[src/rtl/fetch_pkg.sv]
// Shared types and helpers for the instruction fetch unit.
// The optional statistics counters are built when FETCH_STATS_EN is defined.
package fetch_pkg;

    typedef enum logic [1:0] {
        IDLE,
        FETCH,
        STALL,
        FLUSH
    } fetch_state_e;

    localparam int FETCH_ADDR_W = 8;
    localparam int FETCH_DATA_W = 32;
    localparam int FETCH_DEPTH  = 4;

    function automatic int cnt_w(input int depth);
        return $clog2(depth) + 1;
    endfunction

    localparam int FETCH_CNT_W = cnt_w(FETCH_DEPTH);

    typedef struct packed {
        logic [FETCH_ADDR_W-1:0] pc;
        logic [FETCH_DATA_W-1:0] data;
    } fetch_entry_t;

    function automatic logic [31:0] sat_inc(
        input logic [31:0] v,
        input logic        en
    );
        return (en && (v != '1)) ? v + 32'd1 : v;
    endfunction

endpackage

[src/rtl/instr_fetch_if.sv]
// Memory read port, arbiter stream and redirect bundle of the fetch unit.
// master is the fetch unit; slave is the memory/arbiter side.
interface instr_fetch_if #(
    parameter int ADDR_W = 8,
    parameter int DATA_W = 32
);
    logic [ADDR_W-1:0] r_adrs;
    logic              r_en;
    logic              r_valid;
    logic [DATA_W-1:0] r_data;
    logic [DATA_W-1:0] instr;
    logic [ADDR_W-1:0] instr_pc;
    logic              instr_valid;
    logic              instr_ready;
    logic              redirect;
    logic [ADDR_W-1:0] redirect_pc;
    logic              busy;
    logic              err;

    modport master (
        output r_adrs, r_en,
        input  r_valid, r_data,
        output instr, instr_pc, instr_valid,
        input  instr_ready,
        input  redirect, redirect_pc,
        output busy, err
    );

    modport slave (
        input  r_adrs, r_en,
        output r_valid, r_data,
        input  instr, instr_pc, instr_valid,
        output instr_ready,
        output redirect, redirect_pc,
        input  busy, err
    );
endinterface

[src/rtl/fetch_fifo.sv]
// Synchronous FIFO holding {pc, data} fetch entries.
// Push into a full FIFO is accepted only when a pop frees the slot.
module fetch_fifo
    import fetch_pkg::*;
#(
    parameter int DEPTH = 4,
    parameter int WIDTH = 40,
    localparam int CNT_W = cnt_w(DEPTH),
    localparam int PTR_W = $clog2(DEPTH)
) (
    input  logic             clk,
    input  logic             reset,
    input  logic             clear,
    input  logic             push,
    input  logic             pop,
    input  logic [WIDTH-1:0] wdata,
    output logic [WIDTH-1:0] rdata,
    output logic [CNT_W-1:0] count,
    output logic             full,
    output logic             empty
);

    logic [WIDTH-1:0] mem_q [DEPTH];
    logic [WIDTH-1:0] mem_d [DEPTH];
    logic [PTR_W-1:0] rd_q, rd_d;
    logic [PTR_W-1:0] wr_q, wr_d;
    logic [CNT_W-1:0] cnt_q, cnt_d;
    logic             do_push;
    logic             do_pop;

    always_comb begin
        do_pop  = pop && (cnt_q != '0);
        do_push = push && ((cnt_q != CNT_W'(DEPTH)) || do_pop);
        mem_d   = mem_q;
        rd_d    = rd_q;
        wr_d    = wr_q;
        if (do_push) begin
            mem_d[wr_q] = wdata;
            wr_d        = wr_q + PTR_W'(1);
        end
        if (do_pop) begin
            rd_d = rd_q + PTR_W'(1);
        end
        cnt_d = cnt_q + CNT_W'(do_push) - CNT_W'(do_pop);
        if (clear) begin
            rd_d  = '0;
            wr_d  = '0;
            cnt_d = '0;
        end
    end

    always_ff @(posedge clk) begin
        if (reset) begin
            rd_q  <= '0;
            wr_q  <= '0;
            cnt_q <= '0;
        end else begin
            rd_q  <= rd_d;
            wr_q  <= wr_d;
            cnt_q <= cnt_d;
        end
        mem_q <= mem_d;
    end

    assign rdata = mem_q[rd_q];
    assign count = cnt_q;
    assign full  = (cnt_q == CNT_W'(DEPTH));
    assign empty = (cnt_q == '0);

endmodule

[src/rtl/instr_fetch.sv]
// Credit-limited instruction fetch unit with branch redirect and flush.
// Define FETCH_STATS_EN to add saturating issue/drop/stall counters.
module instr_fetch
    import fetch_pkg::*;
#(
    parameter int              ADDR_W   = 8,
    parameter int              DATA_W   = 32,
    parameter int              DEPTH    = 4,
    parameter logic [ADDR_W-1:0] RESET_PC = '0
) (
    input  logic clk,
    input  logic reset,
`ifdef FETCH_STATS_EN
    output logic [31:0] stat_issued,
    output logic [31:0] stat_dropped,
    output logic [31:0] stat_stall_cycles,
`endif
    instr_fetch_if.master bus
);

    localparam int CNT_W = cnt_w(DEPTH);
    localparam logic [CNT_W:0] DEPTH_C = (CNT_W + 1)'(DEPTH);

    typedef logic [CNT_W-1:0] cnt_t;

    fetch_state_e      state_q, state_d;
    logic [ADDR_W-1:0] pc_q, pc_d;
    logic [ADDR_W-1:0] rsp_pc_q, rsp_pc_d;
    cnt_t              outst_q, outst_d;
    cnt_t              disc_q, disc_d;
    logic              err_q, err_d;

    cnt_t              occ;
    logic              full;
    logic              empty;
    logic [ADDR_W-1:0] head_pc;
    logic [DATA_W-1:0] head_data;
    logic [CNT_W:0]    credit;
    logic [CNT_W:0]    credit_n;
    logic              rsp_ok;
    logic              issue;
    logic              push;
    logic              pop;

    fetch_fifo #(
        .DEPTH (DEPTH),
        .WIDTH (ADDR_W + DATA_W)
    ) u_fifo (
        .clk   (clk),
        .reset (reset),
        .clear (bus.redirect),
        .push  (push),
        .pop   (pop),
        .wdata ({rsp_pc_q, bus.r_data}),
        .rdata ({head_pc, head_data}),
        .count (occ),
        .full  (full),
        .empty (empty)
    );

    assign credit = {1'b0, occ} + {1'b0, outst_q};

    always_comb begin
        rsp_ok   = bus.r_valid && (outst_q != '0);
        issue    = (state_q == FETCH) && (credit < DEPTH_C)
                   && !bus.redirect;
        pop      = bus.instr_valid && bus.instr_ready;
        push     = rsp_ok && (disc_q == '0) && !bus.redirect
                   && (!full || pop);
        credit_n = credit + (CNT_W + 1)'(issue) - (CNT_W + 1)'(pop);
        outst_d  = outst_q + cnt_t'(issue) - cnt_t'(rsp_ok);
        err_d    = err_q || (bus.r_valid && (outst_q == '0));
        pc_d     = issue ? pc_q + ADDR_W'(1) : pc_q;
        rsp_pc_d = push ? rsp_pc_q + ADDR_W'(1) : rsp_pc_q;
        disc_d   = disc_q;
        if (rsp_ok && (disc_q != '0)) begin
            disc_d = disc_q - cnt_t'(1);
        end

        state_d = state_q;
        unique case (state_q)
            IDLE:  state_d = FETCH;
            FETCH: state_d = (credit_n >= DEPTH_C) ? STALL : FETCH;
            STALL: state_d = (credit < DEPTH_C) ? FETCH : STALL;
            FLUSH: state_d = (disc_d == '0) ? FETCH : FLUSH;
            default: state_d = IDLE;
        endcase

        // Everything still in flight after a redirect belongs to the old path.
        if (bus.redirect) begin
            disc_d   = outst_q - cnt_t'(rsp_ok);
            pc_d     = bus.redirect_pc;
            rsp_pc_d = bus.redirect_pc;
            state_d  = (disc_d != '0) ? FLUSH : FETCH;
        end
    end

    always_ff @(posedge clk) begin
        if (reset) begin
            state_q  <= IDLE;
            pc_q     <= RESET_PC;
            rsp_pc_q <= RESET_PC;
            outst_q  <= '0;
            disc_q   <= '0;
            err_q    <= 1'b0;
        end else begin
            state_q  <= state_d;
            pc_q     <= pc_d;
            rsp_pc_q <= rsp_pc_d;
            outst_q  <= outst_d;
            disc_q   <= disc_d;
            err_q    <= err_d;
        end
    end

    assign bus.r_adrs      = pc_q;
    assign bus.r_en        = issue;
    assign bus.instr_valid = !empty && !bus.redirect;
    assign bus.instr       = empty ? '0 : head_data;
    assign bus.instr_pc    = empty ? '0 : head_pc;
    assign bus.busy        = (outst_q != '0) || !empty;
    assign bus.err         = err_q;

`ifdef FETCH_STATS_EN
    logic [31:0] st_iss_q, st_iss_d;
    logic [31:0] st_drop_q, st_drop_d;
    logic [31:0] st_stall_q, st_stall_d;
    logic        drop;

    always_comb begin
        drop       = rsp_ok && ((disc_q != '0) || bus.redirect);
        st_iss_d   = sat_inc(st_iss_q, issue);
        st_drop_d  = sat_inc(st_drop_q, drop);
        st_stall_d = sat_inc(st_stall_q, state_q == STALL);
    end

    always_ff @(posedge clk) begin
        if (reset) begin
            st_iss_q   <= '0;
            st_drop_q  <= '0;
            st_stall_q <= '0;
        end else begin
            st_iss_q   <= st_iss_d;
            st_drop_q  <= st_drop_d;
            st_stall_q <= st_stall_d;
        end
    end

    assign stat_issued       = st_iss_q;
    assign stat_dropped      = st_drop_q;
    assign stat_stall_cycles = st_stall_q;
`endif

endmodule
[src/flat_wrapper.sv]
// flat-port wrapper written by rule: the top's interface ports become plain ports
module instr_fetch_flat import fetch_pkg::*;
#(
    parameter int              ADDR_W   = 8,
    parameter int              DATA_W   = 32,
    parameter int              DEPTH    = 4,
    parameter logic [ADDR_W-1:0] RESET_PC = '0
)
  (clk, reset, bus_r_adrs, bus_r_en, bus_r_valid, bus_r_data, bus_instr, bus_instr_pc, bus_instr_valid, bus_instr_ready, bus_redirect, bus_redirect_pc, bus_busy, bus_err);
  instr_fetch_if #(.ADDR_W(ADDR_W), .DATA_W(DATA_W)) bus_i ();
  input  logic clk;
  input  logic reset;
  output wire logic [$bits(bus_i.r_adrs)-1:0] bus_r_adrs;
  output wire logic [$bits(bus_i.r_en)-1:0] bus_r_en;
  input wire logic [$bits(bus_i.r_valid)-1:0] bus_r_valid;
  input wire logic [$bits(bus_i.r_data)-1:0] bus_r_data;
  output wire logic [$bits(bus_i.instr)-1:0] bus_instr;
  output wire logic [$bits(bus_i.instr_pc)-1:0] bus_instr_pc;
  output wire logic [$bits(bus_i.instr_valid)-1:0] bus_instr_valid;
  input wire logic [$bits(bus_i.instr_ready)-1:0] bus_instr_ready;
  input wire logic [$bits(bus_i.redirect)-1:0] bus_redirect;
  input wire logic [$bits(bus_i.redirect_pc)-1:0] bus_redirect_pc;
  output wire logic [$bits(bus_i.busy)-1:0] bus_busy;
  output wire logic [$bits(bus_i.err)-1:0] bus_err;
  assign bus_r_adrs = bus_i.r_adrs;
  assign bus_r_en = bus_i.r_en;
  assign bus_i.r_valid = bus_r_valid;
  assign bus_i.r_data = bus_r_data;
  assign bus_instr = bus_i.instr;
  assign bus_instr_pc = bus_i.instr_pc;
  assign bus_instr_valid = bus_i.instr_valid;
  assign bus_i.instr_ready = bus_instr_ready;
  assign bus_i.redirect = bus_redirect;
  assign bus_i.redirect_pc = bus_redirect_pc;
  assign bus_busy = bus_i.busy;
  assign bus_err = bus_i.err;
  instr_fetch #(.ADDR_W(ADDR_W), .DATA_W(DATA_W), .DEPTH(DEPTH), .RESET_PC(RESET_PC)) u_core (.clk(clk), .reset(reset), .bus(bus_i));
endmodule
[config.mk]
export PLATFORM = sky130hd
export DESIGN_NAME = instr_fetch_flat
export DESIGN_NICKNAME = d
export VERILOG_FILES = /design/src/rtl/fetch_pkg.sv /design/src/rtl/instr_fetch_if.sv /design/src/rtl/fetch_fifo.sv /design/src/rtl/instr_fetch.sv /design/src/flat_wrapper.sv
export SDC_FILE = /design/constraint.sdc
export NUM_CORES = 1
export LEC_CHECK = 0
export CORE_ASPECT_RATIO = 0.7
export CORE_UTILIZATION = 40
export DETAILED_ROUTE_END_ITERATION = 10
export GPL_ROUTABILITY_DRIVEN = 1
export PLACE_DENSITY = 0.66
export SYNTH_ARGS = -nofsm -noshare
export SYNTH_HDL_FRONTEND = slang
export SYNTH_HIERARCHICAL = 1
export SYNTH_SLANG_ARGS = --single-unit
[constraint.sdc]
create_clock -name clk -period 4.8 [get_ports clk]
set_clock_uncertainty 0.2 [all_clocks]
set_input_delay 1.2 -clock clk [delete_from_list [all_inputs] [get_ports clk]]
set_output_delay 1.2 -clock clk [all_outputs]
set_load 0.1 [all_outputs]
==> flow_summary_export.csv, run 1 <==
group,metric,value,unit
placed_design,io_buffers,96,
logic_synthesis,synth_nets,565,
logic_synthesis,yosysWarnings,6,
timing,maxSlewHeadroom,22.9,%
run_status,status,"finished, final reports clean",
placed_design,dp_slack,432,ps
floorplan,die_h,121,um
cells_and_area,synthToLayoutAreaGrowth,21.9,%
routing,drc,0,
global_route,grt_first_pass_wirelength,24900,um
worst_setup_path,cp_num_buf_inv,2,
routing,dr_total_vias,4517,
clock_tree,insertion_delay,430,ps
floorplan,num_rows,43,
clock_tree,cts_setup_buffers,0,
worst_setup_path,critPathMaxFanout,6,
timing,finalCritPeriodShare,89.6,%
routing,vias_per_cell,5.13,
cells_and_area,final_cell_mix,"edfxtp_1, clkdlybuf4s50_1, buf_4, nor2b_1, mux4_2",
timing,rsz0062_at_grt,"no",
timing,hold_ws,290,ps
routing,initialDrtViolationCount,319,
timing,finalCriticalPeriod,4300,ps
global_route,grt_pass1_vias,4668,
logic_synthesis,synth_cell_types,47,
cells_and_area,fillers,1691,
timing,finalSetupViolCount,0,
power,p_leak,3.29,nW
worst_setup_path,startpoint,"u_core/outst_q[1]$_SDFF_PP0_",
global_route,grt_usage,16.3,%
global_route,antenna_found_initial,0,
timing,hold_violations,0,
worst_setup_path,worstSetupPathType,"reg -> out",
hold_path,min_from,"u_core/bus.err$_SDFF_PP0_",
timing,max_freq,232,MHz
logic_synthesis,syn_area,8070,um2
worst_setup_path,start_kind,"flip-flop",
logic_synthesis,ys_seq_area_share,67.5,%
floorplan,die_w,172,um
routing,drtPass1Iterations,4,
logic_synthesis,ys_seq_elements,192,
worst_setup_path,rr_startpoint,"u_core/outst_q[1]$_SDFF_PP0_",
worst_setup_path,crit_family,"adder cells",
cells_and_area,layout_commonest_cell,"edfxtp_1",
worst_setup_path,critPathSlowestCell,"dfxtp_1",
logic_synthesis,synth_cells,496,
clock_tree,cts_resized,0,
routing,routed_wl,16000,um
floorplan,boundaryPins,97,
hold_path,hold_class,"reg -> reg",
global_route,grt_start_max_net_pins,44,
timing,finalMaxSlewViolations,0,
logic_synthesis,synth_edf_count,160,
timing,finalSetupTns,0,ps
cells_and_area,postLayoutCoreUtil,49.7,%
cells_and_area,nets,666,
floorplan,die_area,20700,um2
placed_design,gp_congestion,0.764,
clock_tree,hold_buffers,0,
clock_tree,cts_root_buf,"clkbuf_16",
clock_tree,cts.path.max_buffers,2,
worst_setup_path,cp_data_arrival_time,2900,ps
cells_and_area,drive_gt1_share,21.1,%
floorplan,fp.coreArea,19800,um2
worst_setup_path,crit_chain,"inv_1, fa_1, xor2_1, ha_1, and3b_1, and2_1, buf_12",
clock_tree,cts_tree,"yes",
power,ir_worst_vdd,421,uV
power,p_total,4.07,mW
floorplan,start_util,40.7,%
clock_tree,clk_pin_slew,70,ps
timing,fin_ws,497,ps
worst_setup_path,cp-end-kind,"primary output",
power,powerDensity,414,nW/um2
global_route,grt_overflow_total,0,
job,cap_violations,0,
routing,drtAntennaViolNets,0,
routing,wire_per_inst,18.1,um
clock_tree,cts-htree-levels,4,
worst_setup_path,critical_path.max_stage_delay,520,ps
clock_tree,numCtsBuffers,17,
timing,worstMarginPinSlew,1160,ps
cells_and_area,num_antenna_cells,0,
logic_synthesis,syn_avg_cell_area,16.3,um2
clock_tree,cts_sinks,192,
placed_design,place_hpwl,9830,um
logic_synthesis,ys.flop_type,"edfxtp_1",
logic_synthesis,synthArstFlopShare,0,%
worst_setup_path,required,3400,ps
cells in the mapped netlist (3+ instances only):
cell,n,area (um2)
nand4_1,7,43.8
xnor2_1,14,123
mux2i_1,4,40.0
nand3b_1,4,30.0
nor3_1,6,30.0
nand3_1,4,20.0
nand2b_1,3,18.8
fa_1,3,60.1
ha_1,21,263
and3_2,4,30.0
a31oi_1,8,50.1
o21ai_0,7,35.0
xor2_1,3,26.3
inv_1,21,78.8
or3_1,3,18.8
mux4_2,40,901
nand2_1,22,82.6
clkbuf_1,12,45.0
buf_2,4,20.0
nor2b_1,46,288
nor2_1,21,78.8
a21oi_1,12,60.1
edfxtp_1,160,4800
dfxtp_1,32,641
and2_1,6,37.5
routing by layer:
layer	share of wire [%]	vias up	global-route usage, %
met3	4.8	17	4.42
met4	1.1	0	4.70
met1	47	2299	22.7
met5	0	-	0
li1	-	2091	-
met2	47	110	24.9
logic make-up (layout without fill, tap and decap cells):
group / after synthesis / after routing / synth area share [%]
AOI/OAI and AO/OA: 40 / 40 / 3.18
xor gates and xnor gates: 17 / 17 / 1.85
adders and majority gates: 24 / 24 / 4.00
buffers and inverters: 42 / 156 / 2.20
DFF: 192 / 192 / 67.5
muxes: 44 / 44 / 11.7
and+or+nand+nor: 137 / 137 / 9.60
tightest hold or removal path, cell delays in order, from the launching register on:
cell and delay, ps:
dfxtp_1 340, a21oi_1 40, nor2_1 80
stage by stage:
| step | area [um2] | instances |
|---|---|---|
| detailed placement | 9250 | 848 |
| CTS | 9830 | 880 |
| global route | 9830 | 880 |
| floorplan | 8070 | 496 |
| finish | 9830 | 880 |
| global placement | 9250 | 848 |
where the power goes:
| part | switching, mW | internal [mW] |
|---|---|---|
| combinational | 0.469 | 0.269 |
| sequential | 0.0591 | 1.89 |
| clock | 0.611 | 0.778 |
| total | 1.14 | 2.93 |
flip-flops by register name (all words and copies together) (netlist names):
signal,count
u_core/bus.err,1
u_core/bus.r_adrs,8
u_core/disc_q,3
u_core/outst_q,3
u_core/rsp_pc_q,8
u_core/state_q,2
u_core/u_fifo/count,3
u_core/u_fifo/mem_q,160
u_core/u_fifo/rd_q,2
u_core/u_fifo/wr_q,2
path summary, 6_finish.rpt:
| check | to | slack (ps) | depth (start not counted) |
|---|---|---|---|
| worst min-delay path | u_core/bus.err$_SDFF_PP0_ | 290 | 2 |
| worst max register to register | u_core/outst_q[2]$_SDFF_PP0_ | 1270 | 12 |
| worst max-delay path | bus_r_en | 500 | 7 |
| worst min register to register | u_core/bus.err$_SDFF_PP0_ | 290 | 2 |
area by class of cell:
class / instances / area, um2 / share of cell area, %
Clock buffer: 19 / 433 / 4.40
Clock inverter: 13 / 150 / 1.53
Inverter: 21 / 78.8 / 0.802
Multi-Input combinational cell: 262 / 2450 / 24.9
Sequential cell: 192 / 5450 / 55.4
Tap cell: 270 / 338 / 3.44
Timing Repair Buffer: 103 / 933 / 9.49
Power figures use the tool's default switching activity.
==> run 2, diff against run 1 <==
HOLD_SLACK_MARGIN = 0.08   (was not set)
==> results of run 2 <==
Final layout, timing and power as in run 1 (identical DEF).
